[config.mk]
export PLATFORM = sky130hd
export DESIGN_NAME = add_32_issue_arbiter_flat
export DESIGN_NICKNAME = d
export VERILOG_FILES = /design/src/rtl/add_32_issue_arbiter_if.sv /design/src/rtl/add_32_issue_arbiter.sv /design/src/flat_wrapper.sv
export SDC_FILE = /design/constraint.sdc
export NUM_CORES = 1
export LEC_CHECK = 0
export CAP_MARGIN = 20
export CORE_AREA = 5 5 160 162
export DETAILED_ROUTE_END_ITERATION = 6
export DIE_AREA = 0 0 165 167
export GPL_TIMING_DRIVEN = 0
export PLACE_DENSITY = 0.69
export SYNTH_ARGS = -nofsm -noshare
export SYNTH_HDL_FRONTEND = slang
export SYNTH_SLANG_ARGS = --single-unit
[constraint.sdc]
create_clock -name clk -period 7 [get_ports clk]
set_input_delay 1.05 -clock clk [delete_from_list [all_inputs] [get_ports clk]]
set_output_delay 1.05 -clock clk [all_outputs]
set_load 0.05 [all_outputs]
[src/rtl/add_32_issue_arbiter_if.sv]
// Bundles the slot request, adder operand/result and response signals of the add arbiter.
// Latency: none (wires only).
// Backpressure: req_valid/req_ready handshake on the request side; responses cannot be stalled.
interface add_32_issue_arbiter_if #(
    parameter int N_REQ = 4,
    parameter int W     = 32
);
    // issue-slot requests
    logic [N_REQ-1:0]   req_valid;
    logic [N_REQ*W-1:0] req_a;
    logic [N_REQ*W-1:0] req_b;
    logic [N_REQ-1:0]   req_cin;
    logic [N_REQ-1:0]   req_ready;
    // operands towards the shared adder
    logic [W-1:0]       add_a;
    logic [W-1:0]       add_b;
    logic               add_cin;
    logic               add_issue;
    // results returning from the shared adder
    logic [W-1:0]       add_sum;
    logic               add_cout;
    // responses back to the issuing slot
    logic [N_REQ-1:0]   resp_valid;
    logic [W-1:0]       resp_sum;
    logic               resp_cout;
    // status
    logic               busy;
    logic [15:0]        issue_cnt;

    // arbiter view
    modport slave (
        input  req_valid, req_a, req_b, req_cin, add_sum, add_cout,
        output req_ready, add_a, add_b, add_cin, add_issue,
               resp_valid, resp_sum, resp_cout, busy, issue_cnt
    );

    // view of the slots plus adder that surround the arbiter
    modport master (
        output req_valid, req_a, req_b, req_cin, add_sum, add_cout,
        input  req_ready, add_a, add_b, add_cin, add_issue,
               resp_valid, resp_sum, resp_cout, busy, issue_cnt
    );
endinterface

[src/rtl/add_32_issue_arbiter.sv]
// Round-robin shares one pipelined W-bit adder among N_REQ issue slots and routes results back by tag.
// Latency: grant cycle T -> operands at T+1 -> resp_valid at T+2+LAT (6 cycles at defaults).
// Backpressure: a slot stalls only when it has MAX_OUT ops in flight; responses are never stalled.
module add_32_issue_arbiter #(
    parameter int N_REQ   = 4,
    parameter int LAT     = 4,
    parameter int MAX_OUT = 3,
    parameter int W       = 32
) (
    input  logic                  clk,
    input  logic                  reset,
    add_32_issue_arbiter_if.slave bus
);

    localparam int PW = (N_REQ > 1) ? $clog2(N_REQ) : 1;
    localparam int OW = $clog2(MAX_OUT + 1);

    // arbitration state
    logic [PW-1:0]    r_ptr;
    logic [OW-1:0]    r_outst [N_REQ];
    logic [N_REQ-1:0] w_elig;
    logic             w_gnt_vld;
    logic [PW-1:0]    w_gnt_idx;
    logic [N_REQ-1:0] w_gnt;

    // operand register feeding the adder, with the id of the op it holds
    logic [W-1:0]     r_add_a;
    logic [W-1:0]     r_add_b;
    logic             r_add_cin;
    logic             r_add_issue;
    logic [PW-1:0]    r_add_id;

    // tag pipe mirroring the adder stages
    logic [LAT-1:0]   r_tag_v;
    logic [PW-1:0]    r_tag_id [LAT];
    logic [N_REQ-1:0] w_resp_load;

    // response register and status
    logic [N_REQ-1:0] r_resp_valid;
    logic [W-1:0]     r_resp_sum;
    logic             r_resp_cout;
    logic [15:0]      r_issue_cnt;

    // A slot may compete only while it still has credit for another op in flight.
    always_comb begin
        for (int i = 0; i < N_REQ; i++) begin
            w_elig[i] = bus.req_valid[i] && (r_outst[i] < OW'(MAX_OUT));
        end
    end

    // Round-robin pick: first eligible slot at or after the pointer, wrapping; nothing while in reset.
    always_comb begin : rr_pick
        int w_idx;
        w_idx     = 0;
        w_gnt_vld = 1'b0;
        w_gnt_idx = '0;
        for (int k = 0; k < N_REQ; k++) begin
            w_idx = int'(r_ptr) + k;
            if (w_idx >= N_REQ) begin
                w_idx = w_idx - N_REQ;
            end
            if (!w_gnt_vld && w_elig[w_idx]) begin
                w_gnt_vld = 1'b1;
                w_gnt_idx = w_idx[PW-1:0];
            end
        end
        if (!reset) begin
            w_gnt_vld = 1'b0;
        end
        w_gnt = '0;
        if (w_gnt_vld) begin
            w_gnt[w_gnt_idx] = 1'b1;
        end
    end

    // Decode the tag leaving the last stage; it lines up with add_sum/add_cout this cycle.
    always_comb begin
        w_resp_load = '0;
        if (r_tag_v[LAT-1]) begin
            w_resp_load[r_tag_id[LAT-1]] = 1'b1;
        end
    end

    // Advance the pointer past the winner; hold it when nobody is granted.
    always_ff @(posedge clk or negedge reset) begin
        if (!reset) begin
            r_ptr <= '0;
        end else if (w_gnt_vld) begin
            if (int'(w_gnt_idx) == N_REQ - 1) begin
                r_ptr <= '0;
            end else begin
                r_ptr <= w_gnt_idx + PW'(1);
            end
        end
    end

    // Per-slot credit: +1 on grant, -1 on the edge that raises that slot's resp_valid,
    // so the freed credit is already visible in the cycle the response is presented.
    always_ff @(posedge clk or negedge reset) begin
        if (!reset) begin
            for (int i = 0; i < N_REQ; i++) begin
                r_outst[i] <= '0;
            end
        end else begin
            for (int i = 0; i < N_REQ; i++) begin
                if (w_gnt[i] && !w_resp_load[i]) begin
                    r_outst[i] <= r_outst[i] + OW'(1);
                end else if (!w_gnt[i] && w_resp_load[i]) begin
                    r_outst[i] <= r_outst[i] - OW'(1);
                end
            end
        end
    end

    // Capture the winner's operands; operands hold when idle so the adder inputs stay quiet.
    always_ff @(posedge clk or negedge reset) begin
        if (!reset) begin
            r_add_a     <= '0;
            r_add_b     <= '0;
            r_add_cin   <= 1'b0;
            r_add_issue <= 1'b0;
            r_add_id    <= '0;
        end else begin
            r_add_issue <= w_gnt_vld;
            if (w_gnt_vld) begin
                r_add_a   <= bus.req_a[w_gnt_idx*W +: W];
                r_add_b   <= bus.req_b[w_gnt_idx*W +: W];
                r_add_cin <= bus.req_cin[w_gnt_idx];
                r_add_id  <= w_gnt_idx;
            end
        end
    end

    // Tag pipe shifts every cycle, matching the non-stallable adder stage for stage.
    always_ff @(posedge clk or negedge reset) begin
        if (!reset) begin
            r_tag_v <= '0;
            for (int k = 0; k < LAT; k++) begin
                r_tag_id[k] <= '0;
            end
        end else begin
            r_tag_v[0]  <= r_add_issue;
            r_tag_id[0] <= r_add_id;
            for (int k = 1; k < LAT; k++) begin
                r_tag_v[k]  <= r_tag_v[k-1];
                r_tag_id[k] <= r_tag_id[k-1];
            end
        end
    end

    // Register the result for its owner; the data holds between responses.
    always_ff @(posedge clk or negedge reset) begin
        if (!reset) begin
            r_resp_valid <= '0;
            r_resp_sum   <= '0;
            r_resp_cout  <= 1'b0;
        end else begin
            r_resp_valid <= w_resp_load;
            if (r_tag_v[LAT-1]) begin
                r_resp_sum  <= bus.add_sum;
                r_resp_cout <= bus.add_cout;
            end
        end
    end

    // Count grants since reset, wrapping naturally at 16 bits.
    always_ff @(posedge clk or negedge reset) begin
        if (!reset) begin
            r_issue_cnt <= '0;
        end else if (w_gnt_vld) begin
            r_issue_cnt <= r_issue_cnt + 16'd1;
        end
    end

    assign bus.req_ready  = w_gnt;
    assign bus.add_a      = r_add_a;
    assign bus.add_b      = r_add_b;
    assign bus.add_cin    = r_add_cin;
    assign bus.add_issue  = r_add_issue;
    assign bus.resp_valid = r_resp_valid;
    assign bus.resp_sum   = r_resp_sum;
    assign bus.resp_cout  = r_resp_cout;
    assign bus.busy       = (|r_tag_v) | (|r_resp_valid) | r_add_issue;
    assign bus.issue_cnt  = r_issue_cnt;

endmodule
[src/flat_wrapper.sv]
// flat-port wrapper written by rule: the top's interface ports become plain ports
module add_32_issue_arbiter_flat 
#(
    parameter int N_REQ   = 4,
    parameter int LAT     = 4,
    parameter int MAX_OUT = 3,
    parameter int W       = 32
)
  (clk, reset, bus_req_valid, bus_req_a, bus_req_b, bus_req_cin, bus_add_sum, bus_add_cout, bus_req_ready, bus_add_a, bus_add_b, bus_add_cin, bus_add_issue, bus_resp_valid, bus_resp_sum, bus_resp_cout, bus_busy, bus_issue_cnt);
  add_32_issue_arbiter_if #(.N_REQ(N_REQ), .W(W)) bus_i ();
  input  logic clk;
  input  logic reset;
  input wire logic [$bits(bus_i.req_valid)-1:0] bus_req_valid;
  input wire logic [$bits(bus_i.req_a)-1:0] bus_req_a;
  input wire logic [$bits(bus_i.req_b)-1:0] bus_req_b;
  input wire logic [$bits(bus_i.req_cin)-1:0] bus_req_cin;
  input wire logic [$bits(bus_i.add_sum)-1:0] bus_add_sum;
  input wire logic [$bits(bus_i.add_cout)-1:0] bus_add_cout;
  output wire logic [$bits(bus_i.req_ready)-1:0] bus_req_ready;
  output wire logic [$bits(bus_i.add_a)-1:0] bus_add_a;
  output wire logic [$bits(bus_i.add_b)-1:0] bus_add_b;
  output wire logic [$bits(bus_i.add_cin)-1:0] bus_add_cin;
  output wire logic [$bits(bus_i.add_issue)-1:0] bus_add_issue;
  output wire logic [$bits(bus_i.resp_valid)-1:0] bus_resp_valid;
  output wire logic [$bits(bus_i.resp_sum)-1:0] bus_resp_sum;
  output wire logic [$bits(bus_i.resp_cout)-1:0] bus_resp_cout;
  output wire logic [$bits(bus_i.busy)-1:0] bus_busy;
  output wire logic [$bits(bus_i.issue_cnt)-1:0] bus_issue_cnt;
  assign bus_i.req_valid = bus_req_valid;
  assign bus_i.req_a = bus_req_a;
  assign bus_i.req_b = bus_req_b;
  assign bus_i.req_cin = bus_req_cin;
  assign bus_i.add_sum = bus_add_sum;
  assign bus_i.add_cout = bus_add_cout;
  assign bus_req_ready = bus_i.req_ready;
  assign bus_add_a = bus_i.add_a;
  assign bus_add_b = bus_i.add_b;
  assign bus_add_cin = bus_i.add_cin;
  assign bus_add_issue = bus_i.add_issue;
  assign bus_resp_valid = bus_i.resp_valid;
  assign bus_resp_sum = bus_i.resp_sum;
  assign bus_resp_cout = bus_i.resp_cout;
  assign bus_busy = bus_i.busy;
  assign bus_issue_cnt = bus_i.issue_cnt;
  add_32_issue_arbiter #(.N_REQ(N_REQ), .LAT(LAT), .MAX_OUT(MAX_OUT), .W(W)) u_core (.clk(clk), .reset(reset), .bus(bus_i));
endmodule
==> results of run 1 <==
-- state kept, by name, indices dropped and copies added (netlist names) --
name / count
u_core.bus.add_a: 32
u_core.bus.add_b: 32
u_core.bus.add_cin: 1
u_core.bus.add_issue: 1
u_core.bus.issue_cnt: 16
u_core.bus.resp_cout: 1
u_core.bus.resp_sum: 32
u_core.bus.resp_valid: 4
u_core.r_add_id: 2
u_core.r_outst: 8
u_core.r_ptr: 2
u_core.r_tag_id: 8
u_core.r_tag_v: 4
-- worst min-delay path by stage --
| stage | start | end | cells after the start |
|---|---|---|---|
| global placement | u_core.r_tag_id[5] | u_core.r_tag_id[3] | 0 |
| global route | u_core.r_tag_id[6] | u_core.r_tag_id[4] | 0 |
| detailed placement | u_core.r_tag_id[4] | u_core.r_tag_id[2] | 0 |
| CTS | u_core.r_tag_id[4] | u_core.r_tag_id[2] | 0 |
| floorplan | u_core.r_tag_id[2] | u_core.r_tag_id[0] | 0 |
| finish | u_core.r_tag_id[3] | u_core.r_tag_id[1] | 0 |
-- kinds of logic (layout without fill, tap and decap cells) --
kind of cell | after synthesis | in the layout
buffers and inverters | 90 | 545
xor gates and xnor gates | 27 | 27
AOI/OAI and AO/OA | 282 | 282
other | 0 | 1
DFF | 143 | 143
adders and majority gates | 5 | 5
and+or+nand+nor | 127 | 127
muxes | 98 | 98
-- worst reg2reg max path: cells and delay by family, from the launching register on --
| kind | cells | cell delay (ns) |
|---|---|---|
| compound gates | 2 | 0.77 |
| simple gates | 4 | 0.73 |
| buf+inv | 2 | 0.68 |
| flops | 1 | 0.42 |
| xor+xnor | 2 | 0.32 |
| fa+ha+maj | 1 | 0.25 |
-- metal layers --
metal	vias to the layer above	track usage [%]	wire length [um]
met2	399	41.7	17300
met4	2	6.80	786
met5	-	0	7
met3	44	5.98	2920
met1	3995	29.0	13600
li1	3847	-	-
-- final cells by class --
cell class,count,area [sq um]
multi-input combinational,539,3950
clock buffer,17,425
timing repair buffer,423,4250
tap,324,405
fill,2192,10700
sequential,143,3580
clock inverter,15,190
buffer,84,420
antenna,1,2.50
inverter,6,22.5
-- stage by stage --
stage | total power, mW | utilization (%)
after floorplan | 3.79 | -
after global placement | 5.12 | 52.6
after detailed placement | 5.15 | 52.7
after CTS | 6.11 | 55.3
after global routing | 6.39 | 55.3
final | 6.06 | 55.3
-- synthesized netlist by cell type, types with 2 or more instances --
library cell and instances:
buf_4 6, buf_2 30, nand3_1 7, mux2i_1 65, a2111oi_1 3, nand2b_1 2, a21o_1 2, xor2_1 12
nor3_1 9, a221oi_1 54, a21bo_2 2, clkbuf_1 41, or2_2 3, nand4_1 4, xnor2_1 15, ha_1 5
mux2_2 33, dfrtp_1 143, nand2_1 21, a21boi_1 2, a21oi_1 67, buf_6 6, a221oi_2 11, o21ai_0 68
nor2_1 76, inv_1 5, and3_1 3, a21boi_2 2, a2111oi_2 5, o21ai_1 2, a2111oi_0 57
-- power by group through the flow --
stage               registers, mW  logic, mW  clock network [mW]
detailed placement           1.41       3.74                   0
CTS                          1.40       3.75               0.954
floorplan                    2.34       1.46                   0
global route                 1.44       3.96               0.989
finish                       1.40       3.73               0.934
global placement             1.40       3.71                   0
==> results by group, run 1 <==
Synth
  • Ranking of synthesized cells by area: dfrtp_1 (45%), mux2i_1 (8.2%), a2111oi_0 (6.3%)
  • Post-synth EDFFs: 0
  • Mapped cell area: 7970 sq um
  • Synth top area share: 44.9%
  • Mux cell area share after synthesis: 12.8%
  • Synth Area in Adders: 0.785%
  • Ys async rst share: 100%
  • Post-synthesis register bit count: 143
  • Compound-Gate Fraction of Synth Area: 26.2%
  • Post-synthesis sequential area ratio: 44.9%
  • Post-Syn Instances: between 700 and 800
  • Syn avg cell area: 10.3 sq um
  • Synth Area in Simple Gates: 6.71%
  • Leading area contributor after synthesis: dfrtp_1
  • Largest family of logic cells by synthesized area: compound AO/OA/AOI/OAI gates
  • Xor-xnor portion of the synthesized cell area: 2.97%
  • Top_reg_cell synth: dfrtp_1
  • Yosys warns: 0
  • Distinct cells, synth: 42
  • Syn Nets: 1076

Power and ir drop
  • Power per cell area: 458 nW/um^2
  • Max rail drop VDD: approximately 0.0002 V
  • Combinational share of power: between 60% and 70%
  • Sequential Power Share: 23.2%
  • Clk pwr share: 15.4%
  • P_int: 2.99 mW
  • Net Sw Frac: roughly half
  • Leak pwr: between 5 and 6 nW
  • NetSw: 3.07 mW

Floorplanning
  • Core Region: ~24000 sq um
  • Io pins: 423
  • Total die area: 27600 sq um
  • Die Y-Extent: 167 um
  • Chip width: 165 um
  • Initial core utilization: 33.2%
  • Num rows: 57

Clock tree
  • CTS tree: done
  • PostCTS Resize Cnt: 0
  • Hold_buf cts: 0
  • Clock buffer count from CTS: 17
  • Clk_lat worst skew: 0.43 ns
  • Htree depth: 4
  • CTS clock-pin slew for the worst setup and hold paths: 0.07 ns
  • Bufs on Longest Clock Path: 2
  • CTS sink count: 143
  • Clock Root Buffer: clkbuf_16
  • Post-CTS Setup Bufs: 0

Route
  • Via count: ~8.3k
  • Residual DRC: 0
  • Final ANT Viol Nets: 0
  • Vias per inst: between 5 and 6
  • Drt pass-1 iters: 5
  • Detailed-route wire length per cell: 22.3 um
  • DRT iter0 DRCs: 537
  • Final wirelength: 34.6 mm

Worst setup path
  • Critical Path RT: 5.95 ns
  • R2R Setup Slk: 3.71 ns
  • Critical path's largest stage delay: about 0.92 ns
  • Arrival @ worst endpoint: between 4 and 5 ns
  • FF-to-FF path depth: 11
  • Crit. Startpoint: bus_req_valid[2]
  • RR Startpoint: u_core.r_outst[6]
  • Worst path cell trace: clkdlybuf4s50_1 -> a21boi_2 -> nand2_1 -> a21oi_1 -> buf_2 -> buf_2 -> nor2_1 -> nor3_1 -> clkdlybuf4s50_1
  • Worst path bufs/invs: 4
  • CP startpoint kind: input port
  • Crit path max fanout: 10
  • Reg-to-Reg End: u_core.r_outst[3]
  • Worst setup EP type: output port
  • WP depth: 9
  • CP max-delay cell: clkdlybuf4s50_1
  • Setup Crit Path Kind: input port to output port
  • Crit path capture: bus_req_ready[2]
  • CP delay by family, top: buffers and inverters

Placed design
  • Placed cell area: approximately 13000 sq um
  • DP HPWL: 26.9 mm
  • Placed cell count: 1519
  • GPL Wtd Cong: 0.934
  • IO Port Bufs: roughly 420
  • Placement Setup Slack: 1.40 ns

Global route
  • Largest net degree at the start of global routing: a little over 80
  • GRT Total Usage: 23.9%
  • First-pass GRT wire length: 50.7 mm
  • Grt total ovfl: 0
  • Initial antenna violation count: 2
  • Vias in the first global route: 8516

Run status
  • Status: finished, final reports clean

Cells and area
  • Commonest cells after routing, fill and taps aside: clkdlybuf4s50_1 (421), dfrtp_1 (143), nor2_1 (76)
  • Share of post-route cells with drive strength above 1: 11.2%
  • Layout Cells excl Fill: 1552
  • Final instance area: 13200 sq um
  • Fin nets: 1518
  • Most common cell after layout, fill and taps aside: clkdlybuf4s50_1
  • P&R area growth vs syn: 66.2%

Timing
  • Fin Setup TNS: 0 ns
  • Hold Slack: 0.351 ns
  • Setup ws final: 1.39 ns
  • Worst slew pin tran: 0.773 ns
  • Fin crit share: 80.1%
  • RSZ-0062 raised after global routing: no
  • Fin Clk Skew: between 0.015 and 0.02 ns
  • Endpoints failing setup: 0
  • Fmax: 178 MHz
  • Crit path time final: 5.61 ns
  • Final-report hold violation count: 0
  • Worst rel slew slack: 47.1%
  • Slew Viols, Final: 0

Flow run
  • Max Cap Violations: 0

Worst hold path
  • Worst hold path type: register to register
(Power assumes the default switching activity.)
==> run 2, diff against run 1 <==
- CORE_AREA: 5 5 160 162 -> 5 5 161 163
- DIE_AREA: 0 0 165 167 -> 0 0 166 168
- PLACE_DENSITY: 0.69 -> 0.68
- clock period: 7 -> 5.8 ns (I/O delays scaled with it)
==> run 2 against run 1 <==
Non-clock buffer count did not move. Cell count barely moved. Clock power rose by 20%. Global-route usage fell by 0.085 points. Register-to-register slack got worse by 1.2 ns. Via count fell by 0.23%. Routed wire length rose by 0.24%.
==> results by group, run 2 (synthesis gave the netlist of run 1 again) <==
Global route
  • Largest net degree at the start of global routing: 75 (-7.4%)
  • GRT Total Usage: 23.8% (-0.085 points)
  • Grt total ovfl: 0 (unchanged)
  • First-pass GRT wire length: 51.8 mm (+2.2%)
  • Vias in the first global route: 8594 (+0.92%)
  • Initial antenna violation count: 0 (-2)

Clock tree
  • Htree depth: 4 (unchanged)
  • Clock Root Buffer: clkbuf_16
  • Post-CTS Setup Bufs: 0 (unchanged)
  • Bufs on Longest Clock Path: 2 (unchanged)
  • CTS sink count: 143 (unchanged)
  • PostCTS Resize Cnt: 0 (unchanged)
  • Hold_buf cts: 0 (unchanged)
  • CTS tree: done
  • Clock buffer count from CTS: 17 (unchanged)
  • Clk_lat worst skew: 0.43 ns (about the same)
  • CTS clock-pin slew for the worst setup and hold paths: 0.07 ns (about the same)

Power and ir drop
  • Leak pwr: 5.09 nW (about the same)
  • Max rail drop VDD: 0.000259 V (+30%)
  • Power per cell area: 554 nW/um^2 (+21%)
  • Final Power: 7.34 mW (+21%)

Cells and area
  • Share of post-route cells with drive strength above 1: 11.2% (unchanged)
  • Most common cell after layout, fill and taps aside: clkdlybuf4s50_1
  • P&R area growth vs syn: 66.2% (about the same)
  • Layout Cells excl Fill: 1551 (-0.064%)
  • Fin nets: 1518 (unchanged)
  • Commonest cells after routing, fill and taps aside: clkdlybuf4s50_1 (421), dfrtp_1 (143), nor2_1 (76)
  • Final instance area: 13200 sq um (about the same)
  • Diode count: 0 (-1)

Timing
  • Worst slew pin tran: 0.790 ns (+0.0174 ns)
  • Hold Slack: 0.350 ns (-0.000651 ns)
  • RSZ-0062 raised after global routing: no
  • Crit path time final: 5.20 ns
  • Fin Clk Skew: 0.0165 ns (-0.00256 ns)
  • Fin crit share: 89.6%
  • Worst rel slew slack: 47.3% (+0.17 points)
  • Endpoints failing setup: 0 (unchanged)
  • Final-report hold violation count: 0 (unchanged)
  • Fin Setup TNS: 0 ns (unchanged)
  • Fmax: 192 MHz
  • Slew Viols, Final: 0 (unchanged)

Placed design
  • GPL Wtd Cong: 0.875 (-6.3%)
  • IO Port Bufs: 422 (unchanged)
  • Placed cell area: 12600 sq um (unchanged)
  • Placed cell count: 1519 (unchanged)
  • DP HPWL: 26.5 mm (-1.5%)

Route
  • Via count: 8268 (-0.23%)
  • Residual DRC: 0 (unchanged)
  • Vias per inst: 5.33 (-0.16%)
  • Drt pass-1 iters: 5 (unchanged)
  • DRT iter0 DRCs: 444 (-17%)
  • Final ANT Viol Nets: 0 (unchanged)
  • Detailed-route wire length per cell: 22.4 um (+0.31%)
  • Final wirelength: 34.7 mm (+0.24%)

Worst hold path
  • Worst hold path type: register to register

Floorplanning
  • Die Y-Extent: 168 um (+0.60%)
  • Num rows: 57 (unchanged)
  • Chip width: 166 um (+0.61%)
  • Io pins: 423 (unchanged)
  • Total die area: 27900 sq um (+1.2%)
  • Core Region: 24200 sq um (+0.89%)
  • Initial core utilization: 33.0% (-0.29 points)

Worst setup path
  • CP startpoint kind: input port
  • Crit path max fanout: 10 (unchanged)
  • Arrival @ worst endpoint: 4.33 ns (-0.23 ns)
  • Worst setup EP type: output port
  • Critical Path RT: 4.93 ns (-1.02 ns)
  • Setup Crit Path Kind: input port to output port

Flow run
  • Max Cap Violations: 0 (unchanged)

Run status
  • Status: finished, final reports clean
run 2: cell types whose count changed in the layout (fill, tap and decap cells not counted):
cell        previous run  this run
clkinv_8               6         5
clkinvlp_4             1         2
diode_2                1         0
inv_6                  2         0
inv_8                  3         5
run 2: stage by stage:
step | setup WS, ns | util (%)
global placement | -4.37 | 52.1
floorplan | 1.81 | -
finish | 0.603 | 54.7
CTS | 0.593 | 54.7
detailed placement | 0.604 | 52.2
global route | 0.393 | 54.7
run 2: worst paths after layout:
path                               startpoint                   end  slack, ns  depth (start not counted)
max                          bus_req_valid[0]      bus_req_ready[2]       0.60                          9
max in group asynchronous               reset  u_core.bus.add_b[10]       4.53                          2
min                        u_core.r_tag_id[6]    u_core.r_tag_id[4]       0.35                          0
max reg2reg                 u_core.r_outst[6]     u_core.r_outst[3]       2.55                         11
min in group asynchronous               reset  u_core.bus.resp_cout       0.45                          1
min reg2reg                u_core.r_tag_id[6]    u_core.r_tag_id[4]       0.35                          0
run 2: worst max-delay path, stage by stage:
cell and delay (ns):
clkdlybuf4s50_1 0.45, a21boi_2 0.31, nand2b_1 0.12, a21oi_1 0.40, buf_2 0.39, buf_2 0.36
nor2_1 0.12, nor3_1 0.39, clkdlybuf4s50_1 0.91
run 2: per-layer routing:
| metal | vias up | GRT usage, % | routed length [um] |
|---|---|---|---|
| met3 | 36 | 6.94 | 2700 |
| met4 | 0 | 5.74 | 640 |
| met2 | 373 | 41.4 | 17100 |
| met1 | 4016 | 29.3 | 14200 |
| met5 | - | 0 | 0 |
| li1 | 3843 | - | - |
run 2: power by group:
part	switching (mW)	internal, mW
clock network	0.538	0.587
logic	2.91	1.62
registers	0.283	1.41
total	3.73	3.61
run 2: layout make-up:
type	instances	area, sq um
Buffer	84	420
Multi-Input combinational cell	539	3950
Fill cell	2198	10900
Inverter	6	22.5
Tap cell	324	405
Clock inverter	15	186
Sequential cell	143	3580
Timing Repair Buffer	423	4250
Clock buffer	17	425
==> run 3, diff against run 2 <==
- GPL_TIMING_DRIVEN: 0 -> not set
==> run 3 against run 2 <==
Clock skew down 0.0013 ns. Critical path type unchanged. Routed wire length decreased by 9.5%. Via count is 3.5% lower. Die area did not move. Highest routed layer unchanged. Total power down 2.8%. Cell count fell by 4.4%.
==> results by group, run 3 (synthesis gave the netlist of run 1 again) <==
Clock tree
  • Post-CTS Setup Bufs: 0 (unchanged)
  • CTS sink count: 143 (unchanged)
  • Htree depth: 4 (unchanged)
  • Clock Root Buffer: clkbuf_16
  • Clk_lat worst skew: 0.42 ns (about the same)
  • Clock buffer count from CTS: 17 (unchanged)
  • CTS clock-pin slew for the worst setup and hold paths: 0.06 ns (about the same)
  • PostCTS Resize Cnt: 0 (unchanged)
  • Hold_buf cts: 0 (unchanged)
  • CTS tree: done
  • Bufs on Longest Clock Path: 2 (unchanged)

Worst setup path
  • CP max-delay cell: clkdlybuf4s50_1
  • Most used cell, CP: clkdlybuf4s50_1
  • Worst setup EP type: output port
  • Setup Crit Path Kind: input port to output port
  • R2R Setup Slk: 2.60 ns (+0.05 ns)
  • Arrival @ worst endpoint: 3.98 ns (-0.35 ns)
  • Worst path cell trace: clkdlybuf4s50_1 -> a21boi_4 -> o21ai_1 -> a32oi_1 -> nand2_1 -> nor3_1 -> clkdlybuf4s50_1
  • Critical path's largest stage delay: 0.90 ns (about the same)
  • Critical Path RT: 4.93 ns (about the same)
  • Crit path max fanout: 27 (+17)
  • CP startpoint kind: input port

Cells and area
  • Commonest cells after routing, fill and taps aside: clkdlybuf4s50_1 (421), dfrtp_1 (143), nor2_1 (76)
  • Final instance area: 13000 sq um (-2.1%)
  • Diode count: 0 (unchanged)
  • Final Util: 53.6% (-1.1 points)
  • Layout fillers: 2160 (-1.7%)
  • Multi-input gate area: 4000 sq um (+1.3%)
  • Most common cell after layout, fill and taps aside: clkdlybuf4s50_1
  • P&R area growth vs syn: 62.7%
  • Fin nets: 1449 (-4.5%)
  • Reg area: 3580 sq um (unchanged)
  • Share of post-route cells with drive strength above 1: 10.0% (-1.1 points)

Global route
  • Largest net degree at the start of global routing: 74 (-1.3%)
  • Initial antenna violation count: 0 (unchanged)
  • GRT Total Usage: 21.5% (-2.4 points)
  • First-pass GRT wire length: 48.0 mm (-7.2%)
  • Grt total ovfl: 0 (unchanged)
  • Vias in the first global route: 8143 (-5.2%)

Floorplanning
  • Total die area: 27900 sq um (unchanged)
  • Io pins: 423 (unchanged)
  • Initial core utilization: 33.0% (unchanged)
  • Num rows: 57 (unchanged)
  • Die Y-Extent: 168 um (unchanged)
  • Chip width: 166 um (unchanged)
  • Core Region: 24200 sq um (unchanged)

Timing
  • Slew Viols, Final: 0 (unchanged)
  • Crit path time final: 4.85 ns (-0.342 ns)
  • Endpoints failing setup: 0 (unchanged)
  • Hold Slack: 0.342 ns (-0.00789 ns)
  • Fin Setup TNS: 0 ns (unchanged)
  • Fin crit share: 83.7% (-5.9 points)
  • Fin Clk Skew: 0.0152 ns (-0.00129 ns)
  • Worst rel slew slack: 33.5% (-14 points)
  • RSZ-0062 raised after global routing: no
  • Final-report hold violation count: 0 (unchanged)
  • Worst slew pin tran: 0.994 ns (+0.204 ns)
  • Fmax: 206 MHz (+7.0%)

Power and ir drop
  • Power per cell area: 550 nW/um^2 (-0.73%)
  • Net Sw Frac: 50.1% (-0.72 points)
  • Sequential Power Share: 23.7% (+0.6 points)
  • Leak pwr: 4.93 nW (-3.1%)
  • Clk pwr share: 15.6% (+0.3 points)
  • Final Power: 7.14 mW (-2.8%)
  • P_int: 3.56 mW (-1.3%)
  • Combinational share of power: 60.8% (-0.8 points)
  • Max rail drop VDD: 0.000260 V (+0.19%)
  • NetSw: 3.57 mW (-4.2%)

Route
  • DRT iter0 DRCs: 389 (-12%)
  • Vias per inst: 5.38 (+1.0%)
  • Final ANT Viol Nets: 0 (unchanged)
  • Detailed-route wire length per cell: 21.2 um (-5.2%)
  • Final wirelength: 31.4 mm (-9.5%)
  • Residual DRC: 0 (unchanged)
  • Drt pass-1 iters: 4 (-1)
  • Via count: 7980 (-3.5%)

Placed design
  • IO Port Bufs: 422 (unchanged)
  • GPL Wtd Cong: 0.819 (-6.4%)
  • DP HPWL: 22.4 mm (-15%)
  • Placed cell area: 12400 sq um (-2.1%)

Worst hold path
  • Worst hold path type: register to register

Run status
  • Status: finished, final reports clean

Flow run
  • Max Cap Violations: 0 (unchanged)
## run 3: cell count changes in the layout (fill, tap and decap cells not counted), moves of 2 or more
cell      delta
clkbuf_1    -41
a21oi_4      +2
buf_4        +9
buf_2       -30
a21boi_4     +2
buf_6        -6
inv_6        +5
inv_8        -4
clkinv_8     -2
## run 3: layer usage
layer | vias to the layer above | global-route usage (%) | routed length (um)
li1 | 3704 | - | -
met1 | 3853 | 26.3 | 12700
met2 | 385 | 37.1 | 15500
met3 | 38 | 6.14 | 2580
met4 | 0 | 5.92 | 637
met5 | - | 0 | 0
## run 3: worst paths after layout
path                                          from                      end  depth (start not counted)
worst max-delay path              bus_req_valid[3]         bus_req_ready[1]                          7
worst min-delay path            u_core.r_tag_id[2]       u_core.r_tag_id[0]                          0
worst max register to register   u_core.r_outst[0]     u_core.bus.add_b[24]                          7
worst min register to register  u_core.r_tag_id[2]       u_core.r_tag_id[0]                          0
max in group asynchronous                    reset      u_core.bus.add_b[2]                          2
min in group asynchronous                    reset  u_core.bus.resp_sum[30]                          1
## run 3: cell type report
| class | count | area share [%] |
|---|---|---|
| clock buffer | 17 | 3.28 |
| clock inverter | 15 | 1.34 |
| inverter | 6 | 0.193 |
| multi-input combinational | 539 | 30.8 |
| sequential | 143 | 27.6 |
| tap | 324 | 3.13 |
| timing repair buffer | 438 | 33.6 |
## run 3: per-stage QoR
stage               instances  setup WS, ns
global route             1482         0.787
floorplan                 772          1.81
CTS                      1482         0.951
global placement         1450          1.06
finish                   1482         0.945
detailed placement       1450         0.957
## run 3: worst max-delay path, delay by kind of cell
family                 cells  cell delay, ns
AND/OR/NAND/NOR            2            0.47
buffers and inverters      2            1.38
AO/OA/AOI/OAI              3            1.25
## run 3: power groups by stage
stage | combinational (mW) | sequential (mW) | clock (mW)
2_1_floorplan | 1.76 | 2.82 | 0
3_3_place_gp | 4.31 | 1.69 | 0
3_5_place_dp | 4.35 | 1.70 | 0
4_1_cts | 4.35 | 1.69 | 1.13
5_1_grt | 4.58 | 1.75 | 1.18
6_report | 4.34 | 1.69 | 1.11
